--- src/rtl/md_pkg.sv ---
// Shared definitions for the HI/LO multiply/divide scheduler: op codes, FSM encoding,
// divide-by-zero quotient and a magnitude helper.
package md_pkg;

    localparam logic [3:0] MD_MULT  = 4'd0;
    localparam logic [3:0] MD_MULTU = 4'd1;
    localparam logic [3:0] MD_DIV   = 4'd2;
    localparam logic [3:0] MD_DIVU  = 4'd3;
    localparam logic [3:0] MD_MTHI  = 4'd4;
    localparam logic [3:0] MD_MTLO  = 4'd5;
    localparam logic [3:0] MD_MADD  = 4'd6;
    localparam logic [3:0] MD_MADDU = 4'd7;

    localparam logic [31:0] DIV0_LO = 32'hFFFF_FFFF;

    typedef enum logic [1:0] {
        IDLE = 2'd0,
        MUL  = 2'd1,
        DIV  = 2'd2
    } md_state_t;

    function automatic logic [31:0] abs32(input logic [31:0] v);
        return v[31] ? -v : v;
    endfunction

endpackage

--- src/rtl/md_div_step.sv ---
// One combinational restoring radix-2 divide step: shift in the next dividend bit,
// trial-subtract the divisor, and shift the resulting quotient bit into the shift reg.
module md_div_step (
    input  logic [31:0] rem,
    input  logic [31:0] shq,
    input  logic [31:0] divisor,
    output logic [31:0] rem_nxt,
    output logic [31:0] shq_nxt
);

    logic [32:0] shifted;
    logic [32:0] diff;
    logic        ge;

    always_comb begin
        shifted = {rem, shq[31]};
        diff    = shifted - {1'b0, divisor};
        ge      = !diff[32];
        rem_nxt = ge ? diff[31:0] : shifted[31:0];
        shq_nxt = {shq[30:0], ge};
    end

endmodule

--- src/rtl/md_sched.sv ---
// HI/LO owner: fixed-latency multiply, 32-step restoring divide, MTHI/MTLO.
// Define MD_SCHED_MADD_EN to enable MADD/MADDU accumulate; otherwise they are no-ops.
//
// state | meaning
// IDLE  | accepting Start; MTHI/MTLO write here
// MUL   | product held in stage reg, counting down to commit
// DIV   | one restoring step per cycle, commit on the last
module md_sched
    import md_pkg::*;
#(
    parameter int MULT_CYCLES = 5,
    parameter int DIV_STEPS   = 32
) (
    input  logic        CLK,
    input  logic        Reset_n,
    input  logic        Start,
    input  logic [3:0]  MDOp,
    input  logic [31:0] A,
    input  logic [31:0] B,
    input  logic        Cancel,
    output logic        Busy,
    output logic        Done,
    output logic [31:0] HI,
    output logic [31:0] LO
);

    md_state_t   state, state_nxt;
    logic [5:0]  cnt, cnt_nxt;
    logic [63:0] prod, prod_new, mul_res;
    logic [63:0] a_ext, b_ext;
    logic [31:0] rem, shq, dvsr, rem_nxt, shq_nxt;
    logic [31:0] q_fix, r_fix, lo_div;
    logic [31:0] hi_r, lo_r;
    logic        neg_q, neg_r, div0, done_r;
    logic        sgn, is_mul, is_div;
    logic        load_mul, load_div, commit, wr_hi, wr_lo;
`ifdef MD_SCHED_MADD_EN
    logic        acc;
`endif

    always_comb begin
        sgn    = (MDOp == MD_MULT) || (MDOp == MD_DIV) || (MDOp == MD_MADD);
        is_div = (MDOp == MD_DIV) || (MDOp == MD_DIVU);
`ifdef MD_SCHED_MADD_EN
        is_mul = (MDOp == MD_MULT) || (MDOp == MD_MULTU) ||
                 (MDOp == MD_MADD) || (MDOp == MD_MADDU);
`else
        is_mul = (MDOp == MD_MULT) || (MDOp == MD_MULTU);
`endif
        a_ext    = sgn ? {{32{A[31]}}, A} : {32'd0, A};
        b_ext    = sgn ? {{32{B[31]}}, B} : {32'd0, B};
        prod_new = a_ext * b_ext;
    end

    md_div_step u_div_step (
        .rem     (rem),
        .shq     (shq),
        .divisor (dvsr),
        .rem_nxt (rem_nxt),
        .shq_nxt (shq_nxt)
    );

    // Divide by zero falls out of the restoring loop with rem = |A|, so only LO needs overriding.
    assign q_fix  = neg_q ? -shq_nxt : shq_nxt;
    assign r_fix  = neg_r ? -rem_nxt : rem_nxt;
    assign lo_div = div0 ? DIV0_LO : q_fix;

`ifdef MD_SCHED_MADD_EN
    assign mul_res = acc ? ({hi_r, lo_r} + prod) : prod;
`else
    assign mul_res = prod;
`endif

    always_comb begin
        state_nxt = state;
        cnt_nxt   = cnt;
        load_mul  = 1'b0;
        load_div  = 1'b0;
        commit    = 1'b0;
        wr_hi     = 1'b0;
        wr_lo     = 1'b0;
        if (Cancel) begin
            state_nxt = IDLE;
            cnt_nxt   = 6'd0;
        end else begin
            case (state)
                IDLE: begin
                    if (Start) begin
                        if (is_mul) begin
                            load_mul  = 1'b1;
                            state_nxt = MUL;
                            cnt_nxt   = 6'(MULT_CYCLES - 1);
                        end else if (is_div) begin
                            load_div  = 1'b1;
                            state_nxt = DIV;
                            cnt_nxt   = 6'(DIV_STEPS - 1);
                        end else begin
                            wr_hi = (MDOp == MD_MTHI);
                            wr_lo = (MDOp == MD_MTLO);
                        end
                    end
                end
                MUL, DIV: begin
                    if (cnt == 6'd0) begin
                        commit    = 1'b1;
                        state_nxt = IDLE;
                    end else begin
                        cnt_nxt = cnt - 6'd1;
                    end
                end
                default: state_nxt = IDLE;
            endcase
        end
    end

    always_ff @(posedge CLK) begin
        if (!Reset_n) begin
            state <= IDLE;
            cnt   <= 6'd0;
        end else begin
            state <= state_nxt;
            cnt   <= cnt_nxt;
        end
    end

    always_ff @(posedge CLK) begin
        if (!Reset_n) begin
            prod   <= '0;
            rem    <= '0;
            shq    <= '0;
            dvsr   <= '0;
            neg_q  <= 1'b0;
            neg_r  <= 1'b0;
            div0   <= 1'b0;
            hi_r   <= '0;
            lo_r   <= '0;
            done_r <= 1'b0;
`ifdef MD_SCHED_MADD_EN
            acc    <= 1'b0;
`endif
        end else begin
            done_r <= commit | wr_hi | wr_lo;
            if (load_mul) begin
                prod <= prod_new;
`ifdef MD_SCHED_MADD_EN
                acc  <= (MDOp == MD_MADD) || (MDOp == MD_MADDU);
`endif
            end
            if (load_div) begin
                rem   <= '0;
                shq   <= sgn ? abs32(A) : A;
                dvsr  <= sgn ? abs32(B) : B;
                neg_q <= sgn & (A[31] ^ B[31]);
                neg_r <= sgn & A[31];
                div0  <= (B == 32'd0);
            end else if (state == DIV) begin
                rem <= rem_nxt;
                shq <= shq_nxt;
            end
            if (commit) begin
                if (state == MUL) begin
                    {hi_r, lo_r} <= mul_res;
                end else begin
                    hi_r <= r_fix;
                    lo_r <= lo_div;
                end
            end
            if (wr_hi) hi_r <= A;
            if (wr_lo) lo_r <= A;
        end
    end

    assign Busy = (state != IDLE);
    assign Done = done_r;
    assign HI   = hi_r;
    assign LO   = lo_r;

endmodule

--- config.mk ---
export PLATFORM = sky130hd
export DESIGN_NAME = md_sched
export DESIGN_NICKNAME = d
export VERILOG_FILES = /design/src/rtl/md_pkg.sv /design/src/rtl/md_div_step.sv /design/src/rtl/md_sched.sv
export SDC_FILE = /design/constraint.sdc
export NUM_CORES = 2
export LEC_CHECK = 0
export BUFFER_PORTS_ARGS = -buffer_cell sky130_fd_sc_hd__buf_2
export CAP_MARGIN = 20
export CELL_PAD_IN_SITES_DETAIL_PLACEMENT = 2
export CELL_PAD_IN_SITES_GLOBAL_PLACEMENT = 2
export CORE_MARGIN = 5
export CORE_UTILIZATION = 45
export CTS_CLUSTER_DIAMETER = 120
export CTS_CLUSTER_SIZE = 12
export DETAILED_ROUTE_END_ITERATION = 10
export PLACE_DENSITY = 0.95
export SYNTH_ARGS = -nofsm -noshare
export SYNTH_HDL_FRONTEND = slang
export SYNTH_SLANG_ARGS = --single-unit
--- constraint.sdc ---
create_clock -name CLK -period 34.1 [get_ports CLK]
set_input_delay 6.82 -clock CLK [delete_from_list [all_inputs] [get_ports CLK]]
set_output_delay 6.82 -clock CLK [all_outputs]
set_load 0.005 [all_outputs]
==> results.md, run 1 <==
* H-tree depth at 1
* Sequential area share after synthesis at 7.545%
* HPWL after DPL at 281.0 mm
* Post-CTS sizing at 0
* Synth Warn # at 0
* Average cell area after synthesis at 8.789 sq um
* TritonCTS Sinks at 236
* GR Util All Layers at 69.51%
* Fail Step: 5_1_grt
* Run Error: [ERROR GRT-0232] Routing congestion too high. Check the congestion heatmap in the GUI.
* CTS max path bufs at 3
* Grt total ovfl at 21
* Synth area leaders: fa_1 (45%), inv_1 (9.9%), dfxtp_1 (7.5%)
* Synth cell types at 93
* Mapped Nets at 8,971
* Hold bufs inserted after CTS at 0
* Initial antenna violation count at 93
* Post-CTS setup buffers at 0
* Synth Flop Type: dfxtp_1
* Cell count after synthesis at 7,124
* Root Driver: clkbuf_16
* Leading area contributor after synthesis: fa_1
* Horiz. Die Dim at 383.0 microns
* Status: aborted with a tool error
* Synthesized area at 0.06262 sq mm
* GP Congestion at 0.9529
* Post-synth top area share at 45.21%
* Largest net degree at the start of global routing at 87
* TritonCTS Buffers at 23
* Fraction of synthesis flops using an asynchronous set or reset pin at 0%
* Die Height at 383.0 microns
* I/O pins at 138
* Number of enable flip-flop cells after synthesis at 0
* Port Buffer Count at 137
* Row cnt at 136
* Seq cells post-synth at 236
* Initial Util at 45.43%
per-layer routing:
metal / GRT overflow / GRT usage [%]
met1: 0 / 66.28
met3: 0 / 57.58
met4: 9 / 70.59
met2: 12 / 84.99
met5: 0 / 37.60
kinds of logic after synthesis:
family / count (synthesis) / synth area share, %
AOI/OAI and AO/OA: 845 / 9.090
xor gates and xnor gates: 233 / 3.259
adders and majority gates: 1775 / 52.42
buffers and inverters: 2070 / 12.45
DFF: 236 / 7.545
muxes: 82 / 1.325
and+or+nand+nor: 1883 / 13.91
Yosys cell counts, drive strengths merged, types with 70 or more instances:
cell type / number
o21ai: 133
nor2: 263
a211oi: 113
inv: 1645
xnor2: 163
nand2: 939
dfxtp: 236
buf: 77
ha: 361
fa: 1414
a21oi: 231
xor2: 70
nand3: 86
clkbuf: 346
and2: 354
mux2i: 75
a21o: 77
per-stage QoR:
| step | area (sq um) | setup WS [ns] | instances | hold WS [ns] |
|---|---|---|---|---|
| floorplan | 62620 | 18.18 | 7124 | 0.4268 |
| global placement | 64710 | 16.94 | 8730 | 0.4377 |
| detailed placement | 64710 | 15.31 | 8730 | 0.4578 |
| CTS | 65320 | 15.67 | 8754 | 0.4761 |
==> inputs of run 2 (changes only) <==
==> config.mk (replaced) <==
export PLATFORM = sky130hd
export DESIGN_NAME = md_sched
export DESIGN_NICKNAME = d
export VERILOG_FILES = /design/src/rtl/md_pkg.sv /design/src/rtl/md_div_step.sv /design/src/rtl/md_sched.sv
export SDC_FILE = /design/constraint.sdc
export NUM_CORES = 2
export LEC_CHECK = 0
export BUFFER_PORTS_ARGS = -buffer_cell sky130_fd_sc_hd__buf_2
export CAP_MARGIN = 20
export CORE_MARGIN = 5
export CORE_UTILIZATION = 40
export DETAILED_ROUTE_END_ITERATION = 10
export PLACE_DENSITY_LB_ADDON = 0.15
export SYNTH_ARGS = -nofsm -noshare
export SYNTH_HDL_FRONTEND = slang
export SYNTH_SLANG_ARGS = --single-unit
==> run 2 against run 1 <==
Effect of this change: the run now ends clean; area after synthesis unchanged; synthesized cell count unchanged.
==> results.md, run 2 <==
* Status: complete, no violations
* Max Freq at 0.05888 GHz
* Critical Path Source Type: input port
* Hold WC Path Type: flip-flop to flip-flop
* Grt total ovfl at 0
* Port Buffer Count at 137 (unchanged)
* DP Worst Slack at 16.64 ns (+1.330 ns)
* Post-synth top area share at 45.21% (unchanged)
* PnR worst setup slack at 17.12 ns
* Layout area overhead at 5.385%
* Crit Path Max Fanout at 41
* Root Driver: clkbuf_16
* CP Class: input port to flip-flop
* H-tree depth at 1 (unchanged)
* Row cnt at 145 (+6.6%)
* Synth cell types at 93 (unchanged)
* Die area at 0.1646 sq mm
* CTS tree: built
* WP data arrival at 17.45 ns
* Via count at 48,030
* CP Capture Type: flip-flop
* CTS max path bufs at 3 (unchanged)
* TritonCTS Buffers at 25 (+8.7%)
* Final Critical Period at 16.98 ns
* WL final at 212.7 mm
* Vias per cell at 5.305
* GR Util All Layers at 26.08%
* Number of enable flip-flop cells after synthesis at 0 (unchanged)
* Routed Antenna Nets at 0
* Max incr delay on CP at 1.00 ns
* Average cell area after synthesis at 8.789 sq um (unchanged)
* Initial detailed-routing violation count at 4,071
* TritonCTS Sinks at 236 (unchanged)
* Most common cell after layout, fill and taps aside: inv_1
* HPWL after DPL at 167.1 mm (-41%)
* Post-synth top cells: inv_1 (1,644), fa_1 (1,414), nand2_1 (939), ha_1 (361), and2_1 (353)
* Share of layout cells above drive strength 1 at 4.833%
* Seq cells post-synth at 236 (unchanged)
* DRC at 0
* Hold Vio Cnt, Final at 0
* Initial Util at 40.18% (-5.3 points)
* Horiz. Die Dim at 405.7 microns (+5.9%)
* Worst-Skew Late Latency at 0.55 ns
* Core area at 0.1558 sq mm
* Sequential area share after synthesis at 7.545% (unchanged)
* Post-CTS setup buffers at 0 (unchanged)
* Setup violations, final at 0
* Crit path required time at 34.57 ns
* Max reg flops at 64
* GP Congestion at 0.9287 (-2.5%)
* Hold bufs inserted after CTS at 0 (unchanged)
* Routed length per placed instance at 23.49 microns
* Synth Flop Type: dfxtp_1
* Worst Tran Pin Value at 1.130 ns
* I/O pins at 138 (unchanged)
* RSZ-0062 raised after global routing: no
* Largest net degree at the start of global routing at 107
* Met3 Use GR at 3.862%
* Cell count after synthesis at 7,124 (unchanged)
* Tcrit/Tclk final at 49.80%
* Grt met1 use at 37.73%
* Clock transition at path regs at 0.07 ns
* Post-CTS sizing at 0 (unchanged)
* Die Height at 405.7 microns (+5.9%)
* Max-Slew Margin vs Limit at 23.84%
* Mapped Nets at 8,971 (unchanged)
* Total negative slack at 0 ns
* Most frequent CP cell: fa_1
* Fraction of synthesis flops using an asynchronous set or reset pin at 0% (unchanged)
* Top Usage Layer GRT: met2
* Max_cap viols at 0
* Synthesized area at 0.06262 sq mm (unchanged)
* Synth area leaders: fa_1 (45%), inv_1 (9.9%), dfxtp_1 (7.5%)
* Met2 usage at 41.50%
* Highest-count cells in the layout ignoring fill and taps: inv_1 (1,644), fa_1 (1,414), nand2_1 (938)
* Layout net count at 8,822
* Clk_skew at 0.01763 ns
* Leading area contributor after synthesis: fa_1
* First drt pass iteration count at 6
* Hold_ws at 0.4520 ns
* Vias in the first global route at 50,740
* Synth Warn # at 0 (unchanged)
* Count leader, synth: inv_1
* Max-slew violation count at 0
* Initial antenna violation count at 20
* First-pass GRT wire length at 324.1 mm
* Layout Utilization at 42.34%
* Slowest CP cell: fa_1
-- run 2: cell counts after synthesis --
Identical to the previous run, type by type.
-- run 2: final timing paths --
kind                       startpoint                        to  slack [ns]  cells past startpoint
min reg2reg  mul_res[35]$_SDFFE_PN0P_  mul_res[35]$_SDFFE_PN0P_        0.45                      2
max reg2reg      shq[31]$_SDFFE_PN0P_       HI[24]$_SDFFE_PN0P_       28.37                     20
min          mul_res[35]$_SDFFE_PN0P_  mul_res[35]$_SDFFE_PN0P_        0.45                      2
max                           MDOp[1]  mul_res[61]$_SDFFE_PN0P_       17.12                     30
-- run 2: layout make-up --
class,count,area (sq um)
fillers,15580,89860
flip-flops and latches,236,4725
multi-input cells,4818,50140
well taps,2058,2575
diodes,3,7.507
inverters,1647,6187
clock buffers,37,720.7
repair buffers,247,1534
clock inverters,8,98.84
-- run 2: kinds of logic (layout without fill, tap and decap cells) --
| kind of cell | count (synthesis) | count (layout) | synth area share [%] |
|---|---|---|---|
| XOR/XNOR | 233 | 233 | 3.259 |
| other | 0 | 3 | 0 |
| multiplexers | 82 | 82 | 1.325 |
| flip-flops | 236 | 236 | 7.545 |
| AO/OA/AOI/OAI | 845 | 845 | 9.090 |
| AND/OR/NAND/NOR | 1883 | 1883 | 13.91 |
| buffers and inverters | 2070 | 1939 | 12.45 |
| adder cells (fa/ha/maj) | 1775 | 1775 | 52.42 |
-- run 2: metal layers --
metal | vias to the layer above | routed length (microns) | share of wire (%)
met2 | 1746 | 94750 | 45
met5 | - | 27 | 0.013
li1 | 21230 | - | -
met3 | 238 | 17280 | 8.1
met4 | 4 | 5961 | 2.8
met1 | 24810 | 94690 | 45
-- run 2: through the flow --
step / cells / instance area (sq um)
after floorplan: 7124 / 62620
after global placement: 9005 / 65130
final: 9054 / 65990
after detailed placement: 9005 / 65130
after CTS: 9050 / 65950
after global routing: 9051 / 65980
-- run 2: critical path: cells and delay by family --
family,cells,cell delay [ns]
AO/OA/AOI/OAI,5,1.31
adder cells (fa/ha/maj),11,6.35
buffers and inverters,8,1.76
AND/OR/NAND/NOR,6,1.16
Power of run 2 is left out: the tool's default activity adds up to more than one toggle a clock period on the data nets, which glitch-free logic cannot reach.
